## src/rtl/mem_arbiter.sv

```systemverilog
// rtl/mem_arbiter.sv - round-robin arbiter sharing one memory port between CPU and loader
module mem_arbiter #(
    parameter int ADDR_W = 8,
    parameter int DATA_W = 16
) (
    input  logic              clk_i,
    input  logic              rst_ni,
    input  logic              cpu_req_i,
    input  logic              cpu_we_i,
    input  logic [ADDR_W-1:0] cpu_addr_i,
    input  logic [DATA_W-1:0] cpu_wdata_i,
    output logic              cpu_ack_o,
    output logic              cpu_rvalid_o,
    output logic [DATA_W-1:0] cpu_rdata_o,
    input  logic              dbg_req_i,
    input  logic              dbg_we_i,
    input  logic [ADDR_W-1:0] dbg_addr_i,
    input  logic [DATA_W-1:0] dbg_wdata_i,
    output logic              dbg_ack_o,
    output logic              dbg_rvalid_o,
    output logic [DATA_W-1:0] dbg_rdata_o,
    input  logic              dbg_lock_i,
    output logic              mem_en_o,
    output logic              mem_we_o,
    output logic [ADDR_W-1:0] mem_addr_o,
    output logic [DATA_W-1:0] mem_wdata_o,
    input  logic [DATA_W-1:0] mem_rdata_i
);

    typedef enum logic [1:0] {IDLE, ISSUE_CPU, ISSUE_DBG} state_t;

    state_t            state_q, state_d;
    logic              last_grant_q, last_grant_d;  // 1 = loader granted last
    logic              mem_en_q, mem_en_d;
    logic              mem_we_q, mem_we_d;
    logic [ADDR_W-1:0] mem_addr_q, mem_addr_d;
    logic [DATA_W-1:0] mem_wdata_q, mem_wdata_d;
    logic              cpu_ack_q, cpu_ack_d;
    logic              dbg_ack_q, dbg_ack_d;
    logic              cpu_rvalid_q, cpu_rvalid_d;
    logic              dbg_rvalid_q, dbg_rvalid_d;
    logic              grant_cpu, grant_dbg;

    always_ff @(posedge clk_i or negedge rst_ni) begin
        if (!rst_ni) begin
            state_q      <= IDLE;
            last_grant_q <= 1'b1;
            mem_en_q     <= 1'b0;
            mem_we_q     <= 1'b0;
            mem_addr_q   <= '0;
            mem_wdata_q  <= '0;
            cpu_ack_q    <= 1'b0;
            dbg_ack_q    <= 1'b0;
            cpu_rvalid_q <= 1'b0;
            dbg_rvalid_q <= 1'b0;
        end else begin
            state_q      <= state_d;
            last_grant_q <= last_grant_d;
            mem_en_q     <= mem_en_d;
            mem_we_q     <= mem_we_d;
            mem_addr_q   <= mem_addr_d;
            mem_wdata_q  <= mem_wdata_d;
            cpu_ack_q    <= cpu_ack_d;
            dbg_ack_q    <= dbg_ack_d;
            cpu_rvalid_q <= cpu_rvalid_d;
            dbg_rvalid_q <= dbg_rvalid_d;
        end
    end

    always_comb begin
        state_d      = state_q;
        last_grant_d = last_grant_q;
        mem_en_d     = 1'b0;
        mem_we_d     = mem_we_q;
        mem_addr_d   = mem_addr_q;
        mem_wdata_d  = mem_wdata_q;
        cpu_ack_d    = 1'b0;
        dbg_ack_d    = 1'b0;
        grant_cpu    = 1'b0;
        grant_dbg    = 1'b0;
        // mem_we_q still holds the issuing access's direction during ISSUE_x
        cpu_rvalid_d = (state_q == ISSUE_CPU) && !mem_we_q;
        dbg_rvalid_d = (state_q == ISSUE_DBG) && !mem_we_q;

        case (state_q)
            IDLE: begin
                if (dbg_lock_i) begin
                    grant_dbg = dbg_req_i;
                end else if (cpu_req_i && dbg_req_i) begin
                    grant_cpu = last_grant_q;
                    grant_dbg = !last_grant_q;
                end else begin
                    grant_cpu = cpu_req_i;
                    grant_dbg = dbg_req_i;
                end

                if (grant_cpu) begin
                    state_d      = ISSUE_CPU;
                    last_grant_d = 1'b0;
                    mem_en_d     = 1'b1;
                    mem_we_d     = cpu_we_i;
                    mem_addr_d   = cpu_addr_i;
                    mem_wdata_d  = cpu_wdata_i;
                    cpu_ack_d    = 1'b1;
                end else if (grant_dbg) begin
                    state_d      = ISSUE_DBG;
                    last_grant_d = 1'b1;
                    mem_en_d     = 1'b1;
                    mem_we_d     = dbg_we_i;
                    mem_addr_d   = dbg_addr_i;
                    mem_wdata_d  = dbg_wdata_i;
                    dbg_ack_d    = 1'b1;
                end
            end
            ISSUE_CPU, ISSUE_DBG: state_d = IDLE;
            default:              state_d = IDLE;
        endcase
    end

    assign mem_en_o     = mem_en_q;
    assign mem_we_o     = mem_we_q;
    assign mem_addr_o   = mem_addr_q;
    assign mem_wdata_o  = mem_wdata_q;
    assign cpu_ack_o    = cpu_ack_q;
    assign dbg_ack_o    = dbg_ack_q;
    assign cpu_rvalid_o = cpu_rvalid_q;
    assign dbg_rvalid_o = dbg_rvalid_q;
    assign cpu_rdata_o  = mem_rdata_i;
    assign dbg_rdata_o  = mem_rdata_i;

endmodule
```

## config.mk

```make
export PLATFORM = sky130hd
export DESIGN_NAME = mem_arbiter
export DESIGN_NICKNAME = d
export VERILOG_FILES = /design/src/rtl/mem_arbiter.sv
export SDC_FILE = /design/constraint.sdc
export NUM_CORES = 1
export LEC_CHECK = 0
export ABC_AREA = 1
export CORE_UTILIZATION = 39
export DETAILED_ROUTE_END_ITERATION = 7
export GPL_TIMING_DRIVEN = 0
export PLACE_DENSITY = 0.91
export SLEW_MARGIN = 20
export SYNTH_ARGS = -nofsm -noshare
export SYNTH_HDL_FRONTEND = slang
export SYNTH_SLANG_ARGS = --single-unit
```

## constraint.sdc

```tcl
create_clock -name clk_i -period 2.35 [get_ports clk_i]
set_clock_uncertainty 0.15 [all_clocks]
set_input_delay 0.47 -clock clk_i [delete_from_list [all_inputs] [get_ports clk_i]]
set_output_delay 0.47 -clock clk_i [all_outputs]
set_load 0.01 [all_outputs]
```

Yosys cells after proc, flatten, opt, wreduce, memory -nomap -nowiden
Index checks and enable logic that the tools add are counted.
{"block": "totals", "n_memories": 0, "romBits": 0, "word_cells": 45, "latchBits": 0, "ram_bits": 0, "register_bits": 33, "in_bits": 71}
{"block": "op_classes", "n_div": 0, "n_lt_le_gt_ge": 0, "mux": 24, "n_mul": 0, "n_reduce_logical": 8, "add_sub_neg": 0, "n_eq_ne": 3, "shifts": 0, "bitwise_logic": 0}
{"cell": "$mux W16", "n": 2}
{"cell": "$mux W1", "n": 17}
{"cell": "$mux W8", "n": 2}
{"cell": "$mux W2", "n": 3}
{"cell": "$logic_and A1 B1 Y1", "n": 3}
{"cell": "$ne A3 B3 Y1 const B", "n": 1}
{"cell": "$eq A2 B1 Y1 const B", "n": 1}
{"cell": "$eq A2 B2 Y1 const B", "n": 1}
{"cell": "$logic_not A1 Y1", "n": 2}
{"cell": "$logic_not A2 Y1", "n": 1}
{"cell": "$reduce_and A2 Y1", "n": 1}
{"cell": "$reduce_bool A2 Y1", "n": 1}

Logic depth before layout (Yosys ltp)
Gate-level depths: netlist (run 1).
{"block": "depth", "depth_word": 7, "mapped_depth": 8, "ltp_nobuf": 7}

Worst setup path before layout (run 1)
Ideal clock, no wire load.
{"block": "synth_timing", "path_type": "register to register", "start": "register last_grant_q", "end": "register mem_addr_q[0], in the netlist mem_addr_o[0]", "arrival_ps": 1196, "stages_incl_launch_ff": 7, "path_slack_ps": 887, "n_path_buf": 1, "setup_ps": 117, "period_less_slack_ps": 1463, "cell_sequence": "dfstp_2 > inv_1 > nand2_2 > buf_1 > nand3_1 > nand3_2 > nand2_1"}
{"block": "synth_between", "elab_chain_cells": 6, "word_cells_on_any_way": 10, "cone_classes": "7 x mux; 3 x reduce/logical"}
{"element": "start: declaration", "line": "33", "rtl": "logic last_grant_q, last_grant_d;"}
{"element": "start signal: assignment", "line": "58", "rtl": "last_grant_q <= last_grant_d;"}
{"element": "$logic_not A1 Y1", "line": "91", "rtl": "grant_dbg = !last_grant_q;"}
{"element": "$mux W1", "line": "89", "rtl": "end else if (cpu_req_i && dbg_req_i) begin"}
{"element": "$mux W1", "line": "87", "rtl": "if (dbg_lock_i) begin"}
{"element": "$mux W1", "line": "85", "rtl": "case (state_q)"}
{"element": "$reduce_bool A2 Y1 (no line)"}
{"element": "$reduce_and A2 Y1 (no line)"}
{"element": "end signal: assignment", "line": "61", "rtl": "mem_addr_q <= mem_addr_d;"}
{"element": "end: declaration", "line": "36", "rtl": "logic [ADDR_W-1:0] mem_addr_q, mem_addr_d;"}
Several ways; a longest one is shown, not always the timed one. The select of a mux whose other input is x is not followed.
A chain may end at the register's enable or synchronous reset.

Worst setup path in the final report (run 1)
{"block": "layout_timing", "start": "register mem_wdata_q[2], in the netlist mem_wdata_o[2]", "end": "output port mem_wdata_o[2]"}
{"element": "start: declaration", "line": "37", "rtl": "logic [DATA_W-1:0] mem_wdata_q, mem_wdata_d;"}
{"element": "start signal: assignment", "line": "62", "rtl": "mem_wdata_q <= mem_wdata_d;"}
{"element": "end: declaration", "line": "26", "rtl": "output logic [DATA_W-1:0] mem_wdata_o,"}
No word-level cell between the ends.

==> summary.md, run 1 <==
| Metric | Value |
|---|---|
| Outcome | completed |
| First-pass GRT wire length | 8670 um |
| Top post-synthesis cells by count | 78 x nand2_1, 55 x inv_1, 41 x nand3_1, 32 x buf_4, 32 x dfrtp_1 |
| Slew Limit Fails | 0 |
| Post-CTS resize count | 0 |
| Post-synthesis sequential area ratio | 0.411 |
| Remaining antenna violation count | 0 |
| Area contributors post-synth | dfrtp_1 40%, nand2_1 15%, buf_4 12% |
| Peak Freq | 0.541 GHz |
| Final worst setup slack | 0.501 ns |
| Final Setup Violations | 0 |
| Core area | 4850 sq um |
| Largest register FFs | 16 |
| Initial drt markers | 77 |
| Worst-path clk slew | 0.07 ns |
| DR pass1 iterations | 5 |
| Vias | 2023 |
| Hold-fix buffers, CTS | 0 |
| Main synth FF type | dfrtp_1 |
| Sw Pwr | 0.700 mW |
| GPL Wtd Cong | 0.717 |
| CP max stage delay | 0.57 ns |
| Initial antenna violation count | 0 |
| TritonCTS Sinks | 33 |
| Max VDD drop | 0.381 mV |
| Sequential fraction of design power | 0.350 |
| RSZ-0062 raised after global routing | false |
| Crit path max-delay family | buffers and inverters |
| Postcts setup bufs | 0 |
| Hold/Removal Path Class | in2async |
| R2r setup slk | 0.61 ns |
| Power Internal | 1.58 mW |
| # DRC | 0 |
| PD cells | 675 nW/um^2 |
| DR WL/cell | 11.7 um |
| Clock Power Share | 0.242 |
| Share of layout cells above drive strength 1 | 0.170 |
| Number of vias per cell | 4.38 |
| H-tree depth | 2 |
| Die Span X | 73.8 um |
| Final wirelength | 5420 um |
| NumNets Final | 465 |
| Post-synth EDFFs | 0 |
| CP Launch Type | register |
| Num rows | 25 |
| Mapped Cells | 271 |
| Async SR Flop Fraction | 1.00 |
| Full die area | 5450 sq um |
| Total grt overflow | 0 |
| Slowest cell on crit path | clkdlybuf4s50_1 |
| Register bit count reported by yosys | 33 |
| Initial Util | 0.415 |
| Worst EP arrival | 1.23 ns |
| Sum of negative setup slack | 0 ns |
| Vias in the first global route | 1988 |
| Logic gate share of total power | 0.407 |
| MaxCap Viol Count | 0 |
| Lkg Pwr | 1.78 nW |
| Pre-CTS WS | 0.199 ns |
| Synth Cell Area | 2010 sq um |
| Layout area overhead | 67.6% |
| CTS tree | yes |
| Yosys top cell area share | 0.398 |
| Root buf cell | clkbuf_8 |
| Switching fraction of total power | 0.308 |
| Yosys cell types | 18 |
| RR Endpoint | mem_wdata_o[12] |
| Slew Limit Headroom | 0.519 |
| Syn avg cell area | 7.42 sq um |
| Most instantiated library cell after synthesis | nand2_1 |
| Crit path required time | 1.73 ns |
| Final Hold Vio Count | 0 |
| Die height | 73.8 um |
| R2R Path Start | last_grant_q |
| DP Wirelength | 4230 um |
| Hold Slack | 0.0898 ns |
| Antenna cells | 0 |
| Reg2Reg Depth | 6 |
| Period utilization | 0.787 |
| Max Buffers Root-to-Sink | 2 |
| Count of input and output buffers | 116 |
| Worst Tran Pin Value | 0.721 ns |
| Num ports | 133 |
| Yosys warns | 0 |
| GRT Overall Usage | 0.211 |
| Clk_lat worst skew | 0.28 ns |
| Cells along the critical path | clkdlybuf4s50_1 |
| Yosys top cell by area | dfrtp_1 |
| Cts bufs inserted | 5 |
| Syn nets | 342 |
| CP Class | reg2out |
| CP endpoint kind | output pin |
| Pin count of the biggest net entering global routing | 34 |
| Crit path buffers/inverters | 1 |
| Fin crit period | 1.85 ns |
| Max FO, Critical Path | 2 |
worst max-delay path by stage:
stage                               from              end  slack, ns  cells past startpoint
after detailed placement       dbg_req_i  mem_wdata_o[14]       0.20                      6
after CTS                      dbg_req_i    mem_addr_o[1]       0.48                      6
final                     mem_wdata_o[2]   mem_wdata_o[2]       0.50                      1
after global routing           dbg_req_i    mem_addr_o[2]       0.39                      6
after floorplan             last_grant_q    mem_addr_o[0]       0.89                      6
after global placement            rst_ni  mem_wdata_o[11]       0.03                      1
kinds of logic after synthesis:
family          after synthesis  share of synthesized area
simple gates                136                      0.317
buf+inv                      99                      0.264
flops                        33                      0.411
compound gates                3                    0.00747
worst reg2reg max path, delay by kind of cell (launching register included):
family | cells | cell delay (ns)
buf+inv | 2 | 0.48
simple gates | 4 | 0.49
flops | 1 | 0.52
layout make-up:
type / count / area [sq um]
flip-flops and latches: 33 / 827
multi-input cells: 139 / 652
clock buffers: 6 / 82.6
repair buffers: 116 / 1160
fillers: 379 / 1480
inverters: 56 / 210
plain buffers: 43 / 322
well taps: 67 / 83.8
clock inverters: 2 / 37.5
stage by stage:
step                       util  power [mW]  instance area, sq um  instances
after floorplan               -        1.21                  2010        271
after global placement    0.671        1.71                  3260        454
after detailed placement  0.670        1.74                  3250        454
after CTS                 0.695        2.30                  3370        462
after global routing      0.695        2.42                  3370        462
final                     0.695        2.28                  3370        462
power groups by stage:
stage / registers, mW / logic, mW / clock network, mW
final: 0.798 / 0.927 / 0.552
after global routing: 0.816 / 1.01 / 0.596
after CTS: 0.797 / 0.939 / 0.563
after detailed placement: 0.803 / 0.934 / 0
after global placement: 0.799 / 0.910 / 0
after floorplan: 0.867 / 0.346 / 0
metal layers:
| metal | up-vias | routed length (um) | GRT usage |
|---|---|---|---|
| met4 | 0 | 26 | 0.0449 |
| met1 | 910 | 2100 | 0.221 |
| li1 | 1018 | - | - |
| met5 | - | 0 | 0 |
| met3 | 2 | 488 | 0.0754 |
| met2 | 93 | 2810 | 0.402 |
cells in the final DEF (no fill, tap or decap):
cell             instances
buf_12                   1
dfstp_2                  1
a21oi_1                  2
inv_1                   55
bufinv_16                1
inv_2                    1
nor2_1                   2
buf_1                    1
clkbuf_8                 6
buf_4                   32
dfrtp_1                 32
nand2_1                 78
buf_6                    2
nand3_2                  9
clkinvlp_4               1
nor3_1                   1
buf_2                    8
nand2_2                  4
nor2_4                   1
clkdlybuf4s50_1        115
o21ai_0                  1
nand3_1                 41
Note: power is estimated with default switching activity, not from simulation.
==> run 2: changes to the inputs <==
--- a/config.mk
+++ b/config.mk
@@ -6,10 +6,10 @@
 export NUM_CORES = 1
 export LEC_CHECK = 0
 export ABC_AREA = 1
-export CORE_UTILIZATION = 39
+export CORE_UTILIZATION = 33
 export DETAILED_ROUTE_END_ITERATION = 7
 export GPL_TIMING_DRIVEN = 0
-export PLACE_DENSITY = 0.91
+export PLACE_DENSITY = 0.83
 export SLEW_MARGIN = 20
 export SYNTH_ARGS = -nofsm -noshare
 export SYNTH_HDL_FRONTEND = slang
==> constraint.sdc (replaced) <==
create_clock -name clk_i -period 1.49 [get_ports clk_i]
set_clock_uncertainty 0.15 [all_clocks]
set_input_delay 0.298 -clock clk_i [delete_from_list [all_inputs] [get_ports clk_i]]
set_output_delay 0.298 -clock clk_i [all_outputs]
set_load 0.01 [all_outputs]
==> summary.md, run 2 (synthesis results as in run 1) <==
| Metric | Value |
|---|---|
| Slew Limit Headroom | 0.867 (was 0.519) |
| Slowest cell on crit path | dfrtp_1 (was clkdlybuf4s50_1) |
| Final instance area | 3580 sq um (was 3370 sq um) |
| Worst Tran Pin Value | 0.200 ns (was 0.721 ns) |
| M2 GR Usage | 0.322 (was 0.402) |
| CP Class | reg2out (unchanged) |
| First-pass GRT wire length | 8920 um (was 8670 um) |
| Initial drt markers | 84 (was 77) |
| Max FO, Critical Path | 4 (was 2) |
| Outcome | completed (unchanged) |
| Largest register FFs | 16 (unchanged) |
| Root buf cell | clkbuf_8 (unchanged) |
| Clk_lat worst skew | 0.27 ns (was 0.28 ns) |
| Pin count of the biggest net entering global routing | 33 (was 34) |
| NumNets Final | 480 (was 465) |
| Cells along the critical path | dlygate4sd2_1 (was clkdlybuf4s50_1) |
| Remaining antenna violation count | 0 (unchanged) |
| Reg2Reg Depth | 8 (was 6) |
| GR peak layer | met2 (unchanged) |
| Share of layout cells above drive strength 1 | 0.220 (was 0.170) |
| PD cells | 968 nW/um^2 (was 675 nW/um^2) |
| Layout area overhead | 78.2% (was 67.6%) |
| DP Wirelength | 3890 um (was 4230 um) |
| Initial antenna violation count | 0 (unchanged) |
| Vias in the first global route | 2074 (was 1988) |
| # fillers | 528 (was 379) |
| Lkg Pwr | 1.98 nW (was 1.78 nW) |
| Peak Freq | 0.695 GHz |
| Final Non-Filler Cells | 485 (was 462) |
| Crit path required time | 1.04 ns (was 1.73 ns) |
| Most frequent cells in the layout | 82 x clkdlybuf4s50_1, 76 x nand2_1, 53 x inv_1 (was 115 x clkdlybuf4s50_1, 78 x nand2_1, 55 x inv_1) |
| Final Hold Vio Count | 0 (unchanged) |
| TritonCTS Sinks | 33 (unchanged) |
| GPL Wtd Cong | 0.692 (was 0.717) |
| DR pass1 iterations | 4 (was 5) |
| CP max stage delay | 0.42 ns (was 0.57 ns) |
| Fin util | 0.609 (was 0.695) |
| Count of input and output buffers | 116 (unchanged) |
| Die height | 80.1 um (was 73.8 um) |
| Hold/Removal Path Class | in2async (unchanged) |
| CP Launch Type | register (unchanged) |
| RR Endpoint | mem_wdata_o[1] (was mem_wdata_o[12]) |
| Dpl cell area | 3280 sq um (was 3250 sq um) |
| Die Span X | 80.1 um (was 73.8 um) |
| Sum of negative setup slack | 0 ns (unchanged) |
| Slew Limit Fails | 0 (unchanged) |
| Worst-path clk slew | 0.07 ns (about the same) |
| R2r setup slk | 0.06 ns (was 0.61 ns) |
| CTS tree | yes (unchanged) |
| Final wirelength | 5420 um (about the same) |
| H-tree depth | 2 (unchanged) |
| Commonest non-fill, non-tap cell in the layout | clkdlybuf4s50_1 (unchanged) |
| Num rows | 28 (was 25) |
| M3 GR Usage | 0.0477 (was 0.0754) |
| GRT Overall Usage | 0.179 (was 0.211) |
| Full die area | 6410 sq um (was 5450 sq um) |
| Worst EP arrival | 0.99 ns (was 1.23 ns) |
| Final Setup Violations | 0 (unchanged) |
| DR WL/cell | 11.2 um (was 11.7 um) |
| RSZ-0062 raised after global routing | true (was false) |
| Core area | 5890 sq um (was 4850 sq um) |
| Power Total | 3.47 mW (was 2.28 mW) |
| R2R Path Start | state_q[0] (was last_grant_q) |
| Crit path buffers/inverters | 1 (unchanged) |
| Crit path max-delay family | flip-flops (was buffers and inverters) |
| Period utilization | 0.965 |
| Global routing usage on met1 | 0.208 (was 0.221) |
| Max Buffers Root-to-Sink | 2 (unchanged) |
| Number of vias per cell | 4.35 (was 4.38) |
| Num ports | 133 (unchanged) |
| CP endpoint kind | output pin (unchanged) |
| Antenna cells | 0 (unchanged) |
| Cts bufs inserted | 5 (unchanged) |
| Placed insts | 463 (was 454) |
| Initial Util | 0.342 (was 0.415) |
| Vias | 2108 (was 2023) |
| Total grt overflow | 0 (unchanged) |
| Max VDD drop | 0.391 mV (was 0.381 mV) |
| # DRC | 0 (unchanged) |
| MaxCap Viol Count | 0 (unchanged) |
| Fin crit period | 1.44 ns |
## run 2: cell count changes in the layout (fill, tap and decap cells not counted), sizes merged, moves of 2 or more
| cell | change |
|---|---|
| buf | +13 |
| clkdlybuf4s50 | -33 |
| clkbuf | +2 |
| dlygate4sd2 | +32 |
## run 2: routing by layer
layer	vias to the layer above	share of wire	wire length, um
met4	0	0.0078	42
met3	5	0.090	487
met2	89	0.49	2670
li1	1049	-	-
met5	-	0	0
met1	965	0.41	2220
## run 2: what timing repair did
action	in CTS	in global routing
gates resized for setup	46	13
setup endpoints to repair	53	28
pin swaps	3	8
gates cloned	1	0
hold endpoints to repair	32	0
buffers inserted	8	4
hold buffers	1	0
## run 2: power by group
part           switching [mW]  internal, mW  leakage, nW
logic                   0.690         0.804         1.52
registers               0.120          1.13        0.405
clock network           0.304         0.417       0.0542
## run 2: metrics by stage
stage / hold WS (ns) / worst slack, ns
3_5_place_dp: -0.0507 / -0.529
5_1_grt: 0.197 / -0.0234
3_3_place_gp: 0.290 / -0.680
2_1_floorplan: -0.148 / 0.0269
4_1_cts: 0.183 / 0.00916
6_report: 0.192 / 0.0515
## run 2: worst max path at each step
stage / start / end / slack (ns) / cells after the start
2_1_floorplan: last_grant_q / mem_addr_o[0] / 0.03 / 6
3_3_place_gp: rst_ni / mem_wdata_o[6] / -0.68 / 1
3_5_place_dp: dbg_req_i / mem_addr_o[6] / -0.53 / 6
4_1_cts: dbg_lock_i / mem_addr_o[7] / 0.009 / 9
5_1_grt: state_q[0] / mem_addr_o[6] / -0.02 / 8
6_report: mem_we_o / mem_we_o / 0.05 / 1
## run 2: layout make-up
cell class              instances  area, sq um  share of cell area
multi-input cells             139          692               0.193
repair buffers                131         1310               0.365
flip-flops and latches         33          827               0.231
clock inverters                 1         5.00             0.00140
plain buffers                  43          352              0.0981
clock buffers                   7         96.3              0.0269
well taps                      75         93.8              0.0262
inverters                      56          210              0.0587
